### src/rtl/spike_count_classifier_pkg.sv
// Shared types and helpers for the spike count classifier.
// Package name: spike_cls_pkg.
package spike_cls_pkg;

    typedef enum logic [1:0] {
        IDLE  = 2'd0,
        COUNT = 2'd1,
        SCAN  = 2'd2,
        DONE  = 2'd3
    } state_t;

    localparam int DEF_NUM_OUTPUTS     = 10;
    localparam int DEF_CLASS_WIDTH     = 4;
    localparam int DEF_COUNT_WIDTH     = 8;
    localparam int DEF_WINDOW_CYCLES   = 100;
    localparam int DEF_WINDOW_WIDTH    = 16;
    localparam int DEF_EARLY_THRESHOLD = 50;

    // Increment that sticks at max_value instead of wrapping.
    function automatic logic [31:0] sat_inc(input logic [31:0] value,
                                            input logic [31:0] max_value);
        return (value >= max_value) ? max_value : value + 32'd1;
    endfunction

endpackage

### src/rtl/spike_count_classifier_sat_counter.sv
// Per-neuron saturating spike counter (module spike_sat_counter).
// count_next exposes the value the counter will take at the next edge.
module spike_sat_counter
    import spike_cls_pkg::*;
#(
    parameter int COUNT_WIDTH = DEF_COUNT_WIDTH
) (
    input  logic                   clk,
    input  logic                   rst,
    input  logic                   clear,
    input  logic                   inc,
    output logic [COUNT_WIDTH-1:0] count,
    output logic [COUNT_WIDTH-1:0] count_next
);

    localparam logic [31:0] COUNT_MAX = 32'((64'd1 << COUNT_WIDTH) - 64'd1);

    always_comb begin
        count_next = count;
        if (clear) begin
            count_next = '0;
        end else if (inc) begin
            count_next = COUNT_WIDTH'(sat_inc(32'(count), COUNT_MAX));
        end
    end

    always_ff @(posedge clk) begin
        if (rst) begin
            count <= '0;
        end else begin
            count <= count_next;
        end
    end

endmodule

### src/rtl/spike_count_classifier.sv
// Counts spikes per output neuron over a window and reports the argmax class.
// Optional early exit on a hot neuron: define SPIKE_CLS_EARLY_EXIT_EN.
//
// state | meaning
// IDLE  | waiting for start; last result held on the outputs
// COUNT | accumulating spike_in into the per-neuron counters
// SCAN  | walking the counters one index per cycle, tracking the maximum
// DONE  | result_valid high until the consumer takes it
module spike_count_classifier
    import spike_cls_pkg::*;
#(
    parameter int NUM_OUTPUTS     = DEF_NUM_OUTPUTS,
    parameter int CLASS_WIDTH     = DEF_CLASS_WIDTH,
    parameter int COUNT_WIDTH     = DEF_COUNT_WIDTH,
    parameter int WINDOW_CYCLES   = DEF_WINDOW_CYCLES,
    parameter int WINDOW_WIDTH    = DEF_WINDOW_WIDTH,
    parameter int EARLY_THRESHOLD = DEF_EARLY_THRESHOLD
) (
    input  logic                   clk,
    input  logic                   rst,
    input  logic                   start,
    input  logic [NUM_OUTPUTS-1:0] spike_in,
    output logic                   busy,
    output logic                   result_valid,
    input  logic                   result_ready,
    output logic [CLASS_WIDTH-1:0] result_class,
    output logic [COUNT_WIDTH-1:0] result_count,
    output logic                   no_spike
);

    state_t                                   state;
    logic [WINDOW_WIDTH-1:0]                  timer;
    logic [CLASS_WIDTH-1:0]                   scan_idx;
    logic [CLASS_WIDTH-1:0]                   best_idx;
    logic [COUNT_WIDTH-1:0]                   best_count;
    logic [NUM_OUTPUTS-1:0][COUNT_WIDTH-1:0]  counts;
    logic [NUM_OUTPUTS-1:0][COUNT_WIDTH-1:0]  counts_next;
    logic                                     counter_clear;
    logic [NUM_OUTPUTS-1:0]                   counter_inc;
    logic                                     window_end;
    logic                                     early_hit;
    logic                                     last_idx;
    logic                                     cand_gt;
    logic [COUNT_WIDTH-1:0]                   scan_value;
    logic [CLASS_WIDTH-1:0]                   win_idx;
    logic [COUNT_WIDTH-1:0]                   win_count;

    assign counter_clear = (state == IDLE) && start;
    assign counter_inc   = (state == COUNT) ? spike_in : '0;

    for (genvar i = 0; i < NUM_OUTPUTS; i++) begin : g_cnt
        spike_sat_counter #(
            .COUNT_WIDTH(COUNT_WIDTH)
        ) u_cnt (
            .clk       (clk),
            .rst       (rst),
            .clear     (counter_clear),
            .inc       (counter_inc[i]),
            .count     (counts[i]),
            .count_next(counts_next[i])
        );
    end

`ifdef SPIKE_CLS_EARLY_EXIT_EN
    // Looks at the post-update value so the exit cycle's spikes are included.
    always_comb begin
        early_hit = 1'b0;
        for (int i = 0; i < NUM_OUTPUTS; i++) begin
            if (32'(counts_next[i]) >= 32'(EARLY_THRESHOLD)) begin
                early_hit = 1'b1;
            end
        end
    end
`else
    logic unused_early;
    assign unused_early = ^{counts_next, 32'(EARLY_THRESHOLD)};
    assign early_hit    = 1'b0;
`endif

    assign window_end = (timer == WINDOW_WIDTH'(WINDOW_CYCLES - 1));
    assign last_idx   = (scan_idx == CLASS_WIDTH'(NUM_OUTPUTS - 1));
    assign scan_value = counts[scan_idx];
    // Strictly greater keeps the lowest index on ties.
    assign cand_gt    = (scan_value > best_count);
    assign win_idx    = cand_gt ? scan_idx : best_idx;
    assign win_count  = cand_gt ? scan_value : best_count;

    always_ff @(posedge clk) begin
        if (rst) begin
            state        <= IDLE;
            timer        <= '0;
            scan_idx     <= '0;
            best_idx     <= '0;
            best_count   <= '0;
            busy         <= 1'b0;
            result_valid <= 1'b0;
            result_class <= '0;
            result_count <= '0;
            no_spike     <= 1'b0;
        end else begin
            case (state)
                IDLE: begin
                    if (start) begin
                        state <= COUNT;
                        busy  <= 1'b1;
                        timer <= '0;
                    end
                end
                COUNT: begin
                    if (window_end || early_hit) begin
                        state      <= SCAN;
                        scan_idx   <= '0;
                        best_idx   <= '0;
                        best_count <= '0;
                    end else begin
                        timer <= timer + WINDOW_WIDTH'(1);
                    end
                end
                SCAN: begin
                    best_idx   <= win_idx;
                    best_count <= win_count;
                    scan_idx   <= scan_idx + CLASS_WIDTH'(1);
                    if (last_idx) begin
                        state        <= DONE;
                        busy         <= 1'b0;
                        result_valid <= 1'b1;
                        result_class <= win_idx;
                        result_count <= win_count;
                        no_spike     <= (win_count == '0);
                    end
                end
                DONE: begin
                    if (result_ready) begin
                        state        <= IDLE;
                        result_valid <= 1'b0;
                    end
                end
                default: state <= IDLE;
            endcase
        end
    end

endmodule

### config.mk
export PLATFORM = sky130hd
export DESIGN_NAME = spike_count_classifier
export DESIGN_NICKNAME = d
export VERILOG_FILES = /design/src/rtl/spike_count_classifier_pkg.sv /design/src/rtl/spike_count_classifier_sat_counter.sv /design/src/rtl/spike_count_classifier.sv
export SDC_FILE = /design/constraint.sdc
export NUM_CORES = 1
export LEC_CHECK = 0
export CORE_UTILIZATION = 40
export CTS_BUF_LIST = sky130_fd_sc_hd__clkbuf_8 sky130_fd_sc_hd__clkbuf_16
export DETAILED_ROUTE_END_ITERATION = 10
export GPL_TIMING_DRIVEN = 1
export SYNTH_ARGS = -nofsm -noshare
export SYNTH_HDL_FRONTEND = slang
export SYNTH_HIERARCHICAL = 1
export SYNTH_SLANG_ARGS = --single-unit
### constraint.sdc
create_clock -name clk -period 4.25 [get_ports clk]
set_input_delay 0.425 -clock clk [delete_from_list [all_inputs] [get_ports clk]]
set_output_delay 0.425 -clock clk [all_outputs]
set_load 0.02 [all_outputs]
* Yosys cells after proc, flatten, opt, wreduce, memory -nomap -nowiden *
Cells that the tools add are included.
W data, S select, Z words.

storage, ports and cells
  bits in registers = 129
  logic and storage cells = 102
  bits of input ports = 14
  output and inout bits = 15

operators by class
  add/subtract/negate cells = 12
  muxes and demuxes = 34
  equal/unequal tests = 10
  $lt $le $gt $ge = 12
  reductions and logical operators = 14

operator list
  kind                     count
  $mux W8                  13
  $add A8 B1 Y8 const B    10
  $ge A8 B8 Y1 const B     10
  $bmux W8 S4              1
  $mux W16                 2
  $pmux W16 S2             1
  $add A16 B1 Y16 const B  1
  $eq A16 B7 Y1 const B    1
  $pmux W4 S2              2
  $pmux W8 S2              1
  $mux W10                 1
  $ne A2 B2 Y1 const B     5
  $reduce_and A3 Y1        3
  $gt A8 B8 Y1             1
  $logic_not A8 Y1         1
  $mux W2                  4
  $mux W4                  2
  $pmux W2 S4              1
  $reduce_bool A2 Y1       4
  $lt A4 B5 Y1 const B     1
  $add A4 B1 Y4 const B    1
  $eq A2 B2 Y1 const B     2
  $eq A4 B4 Y1 const B     1
  $mux W1                  4
  7 further kinds          9

* Logic depth before layout (Yosys ltp) *
  depth after elaboration = 5
  depth in mapped cells = 13
  gate-level depth less buffers = 10

* Modules after synthesis *
Netlist, hierarchy kept.

modules (own cells, without submodules)
  module                  times used  sequential area each (um^2)  cells an instance  area an instance (um^2)
  spike_sat_counter       10          160.2                        57                 483.0
  spike_count_classifier  1           980.9                        381                3,260.6

* Worst setup path after synthesis *
No wires, ideal clock.

  path kind = reg-to-reg
  start = reg scan_idx[1]
  end = reg result_class[1]
  cell stages (with the launch flop) = 14
  data arrival time = 3.325 ns
  required time = 4.164 ns
  slack = 0.840 ns
  buffers on the path = 3
  cell sequence = dfxtp_1 -> clkbuf_1 -> clkbuf_1 -> mux4_2 -> a22oi_1 -> o21ai_0 -> ha_1 -> and4b_1 -> a211o_1 -> a21oi_1 -> nor2_1 -> clkbuf_1 -> mux2i_1 -> a211oi_1

on the way
  word-level cells in the longest chain between the ends = 4

ends and longest elaborated chain
  element                        RTL line                       RTL
  start, declared                spike_count_classifier.sv:33   logic [CLASS_WIDTH-1:0] scan_idx;
  start signal, assigned         spike_count_classifier.sv:122  scan_idx <= scan_idx + CLASS_WIDTH'(1);
  $bmux W8 S4                    spike_count_classifier.sv:82   assign scan_value = counts[scan_idx];
  $mux W8 (not written as such)  spike_count_classifier.sv:82
  $gt A8 B8 Y1                   spike_count_classifier.sv:84   assign cand_gt = (scan_value > best_count);
  $mux W4                        spike_count_classifier.sv:85   assign win_idx = cand_gt ? scan_idx : best_idx;
  end signal, assigned           spike_count_classifier.sv:127  result_class <= win_idx;
  end, declared                  spike_count_classifier.sv:26   output logic [CLASS_WIDTH-1:0] result_class,

Several ways; a longest one is shown, not always the timed one. The select of a mux whose other input is x is not followed.
A chain may end at the register's enable or synchronous reset.

* Final worst setup path *
  start = reg scan_idx[0]
  end = reg no_spike

on the way
  word-level cells in the longest chain between the ends = 5

ends and longest elaborated chain
  element                        RTL line                       RTL
  $bmux W8 S4                    spike_count_classifier.sv:82
  $mux W8 (not written as such)  spike_count_classifier.sv:82
  $gt A8 B8 Y1                   spike_count_classifier.sv:84
  $mux W8                        spike_count_classifier.sv:86   assign win_count = cand_gt ? scan_value : best_count;
  $logic_not A8 Y1               spike_count_classifier.sv:129  no_spike <= (win_count == '0);
  end signal, assigned           spike_count_classifier.sv:129
  end, declared                  spike_count_classifier.sv:28   output logic no_spike

Several ways; a longest one is shown, not always the timed one. The select of a mux whose other input is x is not followed.

==> results.md <==
- The flow ran to the end, and the final reports show no timing, DRC or antenna violations.
- The total detailed-routing wirelength is 17,900 µm.
- Per report_power, the sequential group accounts for 37.0% of the total.
- The starting utilization of the core area is 40.8%.
- After detailed routing, the number of vias per cell comes to 5.68.
- The number of top-level design ports is 29.
- The final number of hold-violating endpoints was 0.
- The deepest clock path buffer count is 2.
- The CTS root buffer is sky130_fd_sc_hd__clkbuf_16.
- The number of nets produced by synthesis is 910.
- The setup path with the least slack is of type flip-flop to flip-flop.
- Prior to clock tree synthesis, the placed netlist has a worst setup slack of between 0.5 and 0.6 ns.
- The design draws 3.70 mW.
- Compared with the post-synthesis result, the final layout area differs by 10.5%.
- The startpoint of the most critical register-to-register path is scan_idx[0]$_SDFFE_PP0P_.
- The number of antenna violations at the first check in global routing came to 0.
- The largest single stage delay on the critical path is 0.55 ns.
- The number of global-route vias before repair came to 5,816.
- The critical-path maximum fanout is 23.
- Dividing total power by cell area gives a power density of about 440 mW/mm².
- The number of port buffers is 28.
- In this run the cell area measured after placement is 0.00789 mm².
- At the worst endpoint, the required time is 4.57 ns.
- The internal portion of the total power is 2.41 mW.
- Global routing used 3.66% of the available met3 tracks.
- The minimum clock period after layout is 3.78 ns.
- The worst-case clock skew is around 0.010 ns.
- In this run the standard cell core region covers 0.0187 mm².
- In this run the number of H-tree levels came out at 4.
- The launching instance or port of the critical path is scan_idx[0]$_SDFFE_PP0P_.
- STA puts the critical path data arrival time at 4.10 ns.
- For the final routed database, the setup TNS stands at 0 ns.
- The total routing usage reported by global routing is between 10% and 20%.
- The number of nets with antenna violations after detailed routing is 0.
- The family of cells with the greatest summed delay on the critical path is compound AO/OA/AOI/OAI gates.
- Clock-pin slew was measured on the worst setup and hold paths at 0.06 ns.
- In this run the static leakage power is 2.75 nW.
- The number of synthesis warnings is 6.
- Across the run, the number of max-cap violations was 0.
- The startpoint of the lowest-slack hold path is rst.
- The relative slew slack is 25.1%.
- Setup repair after global routing left no endpoint under its margin.
- The routed layout has 6,285 vias.
- The number of setup buffers added after CTS is 0.
- The critical path's slowest cell is sky130_fd_sc_hd__mux4_2.
- Dividing the detail-routed wire length by the instance count gives 16.1 µm.
- The number of buffers inserted by hold repair at cts is 0.
- The switching portion of total power is 34.8%.
- The share of total power dissipated in combinational logic is 26.6%.
- The number of failing setup endpoints in the final timing report is 0.
- The met1 track utilization from global routing is 26.2%.
- The number of detailed-route iterations in the first pass is 5.
- The max-slew violation count is 0.
- Once the clock tree was built, the resizer swapped 0 gates to a different size.
- For the pin with the worst max-slew slack, the measured transition is approximately 1.1 ns.
- In the routed design, unresolved DRC markers number 0.
- The floorplan step defined a die boundary enclosing 0.0196 mm².
- The total overflow left after global routing is 0.
- The wire length of the first global-routing pass is 29,600 µm.
- The pin count of the biggest net entering global routing is 29.
- The summed area of non-filler cells in the final layout is 0.00843 mm².
- Of the cells placed in the final design, the portion with a size suffix greater than 1 is roughly 14%.
- The horizontal die dimension is 140 µm.
- Measured along the y axis, the die boundary spans ~140 µm.
- Fill cells in the final layout number 1,840.
- The post-layout worst setup margin is around 0.47 ns.
- In the global route stage, met2 resource usage came out at between 20% and 30%.
- IR analysis of the VDD net gives a maximum drop of 0.231 mV.
- After synthesis, the mean cell area works out to 8.76 µm².
- The post-synthesis instance area is about 0.0076 mm².
- The number of sinks handled by clock tree synthesis is around 130.
- TritonCTS created 17 clock buffers.
- The final layout net count is 899.
- The detailed router's first-iteration violation count is 391.
- The power dissipated by switching net loads is 1.29 mW.
- TritonCTS built the clock tree.
- STA classifies the critical path startpoint as a flip-flop.
- STA classifies the critical path endpoint as a flip-flop.
- The fraction of power consumed by the clock network is 36.4%.
- The gate count of the mapped netlist is 871.
- The worst path uses 89.0% of the clock period.
- The number of buffers and inverters on the critical path is 1.
- Detailed placement finished with a half-perimeter wire length of approximately 13,000 µm.
- The clock insertion delay at the later pin of the skew report is 0.43 ns.
- The congestion estimate from routability-driven global placement came to 0.846.
- The signal on the critical path passes through mux4_2 -> a22oi_1 -> o21ai_0 -> ha_1 -> and4b_1 -> a211o_1 -> a21oi_1 -> nor2_1 -> buf_4 -> o32a_1 -> o41ai_2.
- The most heavily used metal layer in global routing is met2.
- The kind of path behind the tightest hold check is input pin to flip-flop.
- Derived from the worst setup path, the maximum achievable clock frequency is 264 MHz.
- The number of antenna diodes in the final layout is 0.
- The floorplan has 50 rows.
## power by group through the flow
stage               clock network, mW  logic [mW]  registers [mW]
floorplan                           0       0.841            1.36
global placement                    0       0.985            1.40
detailed placement                  0       0.972            1.40
CTS                              1.38       0.977            1.37
global route                     1.44        1.09            1.38
finish                           1.35       0.984            1.37
## sequential cells by signal (all words and copies together), names as in the netlist
register and cells:
g_cnt.u_cnt/count 80, timer 16, best_count 8, result_count 8, best_idx 4, result_class 4
scan_idx 4, state 2, busy 1, no_spike 1, result_valid 1
## layout make-up
cell class / count / area (µm²) / area share [%]
Inverter: 16 / 60.1 / 0.713
Multi-Input combinational cell: 662 / 4630 / 54.9
Sequential cell: 129 / 2580 / 30.7
Timing Repair Buffer: 34 / 320 / 3.80
Tap cell: 234 / 293 / 3.47
Clock buffer: 18 / 439 / 5.21
Clock inverter: 14 / 103 / 1.22
## metal layers
metal / vias up / routed length [µm]
met5: - / 0
met4: 0 / 197
met3: 16 / 516
met2: 100 / 8050
met1: 2959 / 9090
li1: 3210 / -
## cell usage in the layout (no fill, tap or decap), types with 13 or more instances in the layout
| master | instances |
|---|---|
| sky130_fd_sc_hd__a21oi_1 | 99 |
| sky130_fd_sc_hd__a31oi_1 | 30 |
| sky130_fd_sc_hd__and3_1 | 14 |
| sky130_fd_sc_hd__clkbuf_16 | 17 |
| sky130_fd_sc_hd__clkdlybuf4s50_1 | 27 |
| sky130_fd_sc_hd__dfxtp_1 | 128 |
| sky130_fd_sc_hd__ha_1 | 25 |
| sky130_fd_sc_hd__inv_1 | 20 |
| sky130_fd_sc_hd__mux2i_1 | 25 |
| sky130_fd_sc_hd__nand2_1 | 59 |
| sky130_fd_sc_hd__nand3_1 | 35 |
| sky130_fd_sc_hd__nor2_1 | 54 |
| sky130_fd_sc_hd__nor3_1 | 48 |
| sky130_fd_sc_hd__o211ai_1 | 13 |
| sky130_fd_sc_hd__o21ai_0 | 19 |
| sky130_fd_sc_hd__or3_1 | 20 |
| sky130_fd_sc_hd__xnor2_1 | 18 |
| sky130_fd_sc_hd__xor2_1 | 15 |
## final timing paths
kind / to / slack, ns / cells after the start
worst min-delay path: timer[0]$_SDFFE_PP0P_ / 0.44 / 2
worst max register to register: no_spike$_SDFFE_PP0P_ / 0.47 / 11
worst max-delay path: no_spike$_SDFFE_PP0P_ / 0.47 / 11
worst min register to register: result_count[6]$_SDFFE_PP0P_ / 0.45 / 2
## stage by stage
stage / hold slack [ns] / util [%] / std cells
detailed placement: 0.447 / 42.2 / 1075
finish: 0.438 / 45.1 / 1107
global placement: 0.443 / 42.2 / 1075
global route: 0.432 / 45.1 / 1107
CTS: 0.416 / 45.1 / 1107
floorplan: 0.449 / - / 871
## worst register-to-register path, delay by kind of cell, from the launching register on
family	cells	cell delay, ns
AOI/OAI and AO/OA	6	1.77
adders and majority gates	1	0.34
buffers and inverters	1	0.23
DFF	1	0.52
muxes	1	0.55
and+or+nand+nor	2	0.27
(Power assumes the default switching activity.)
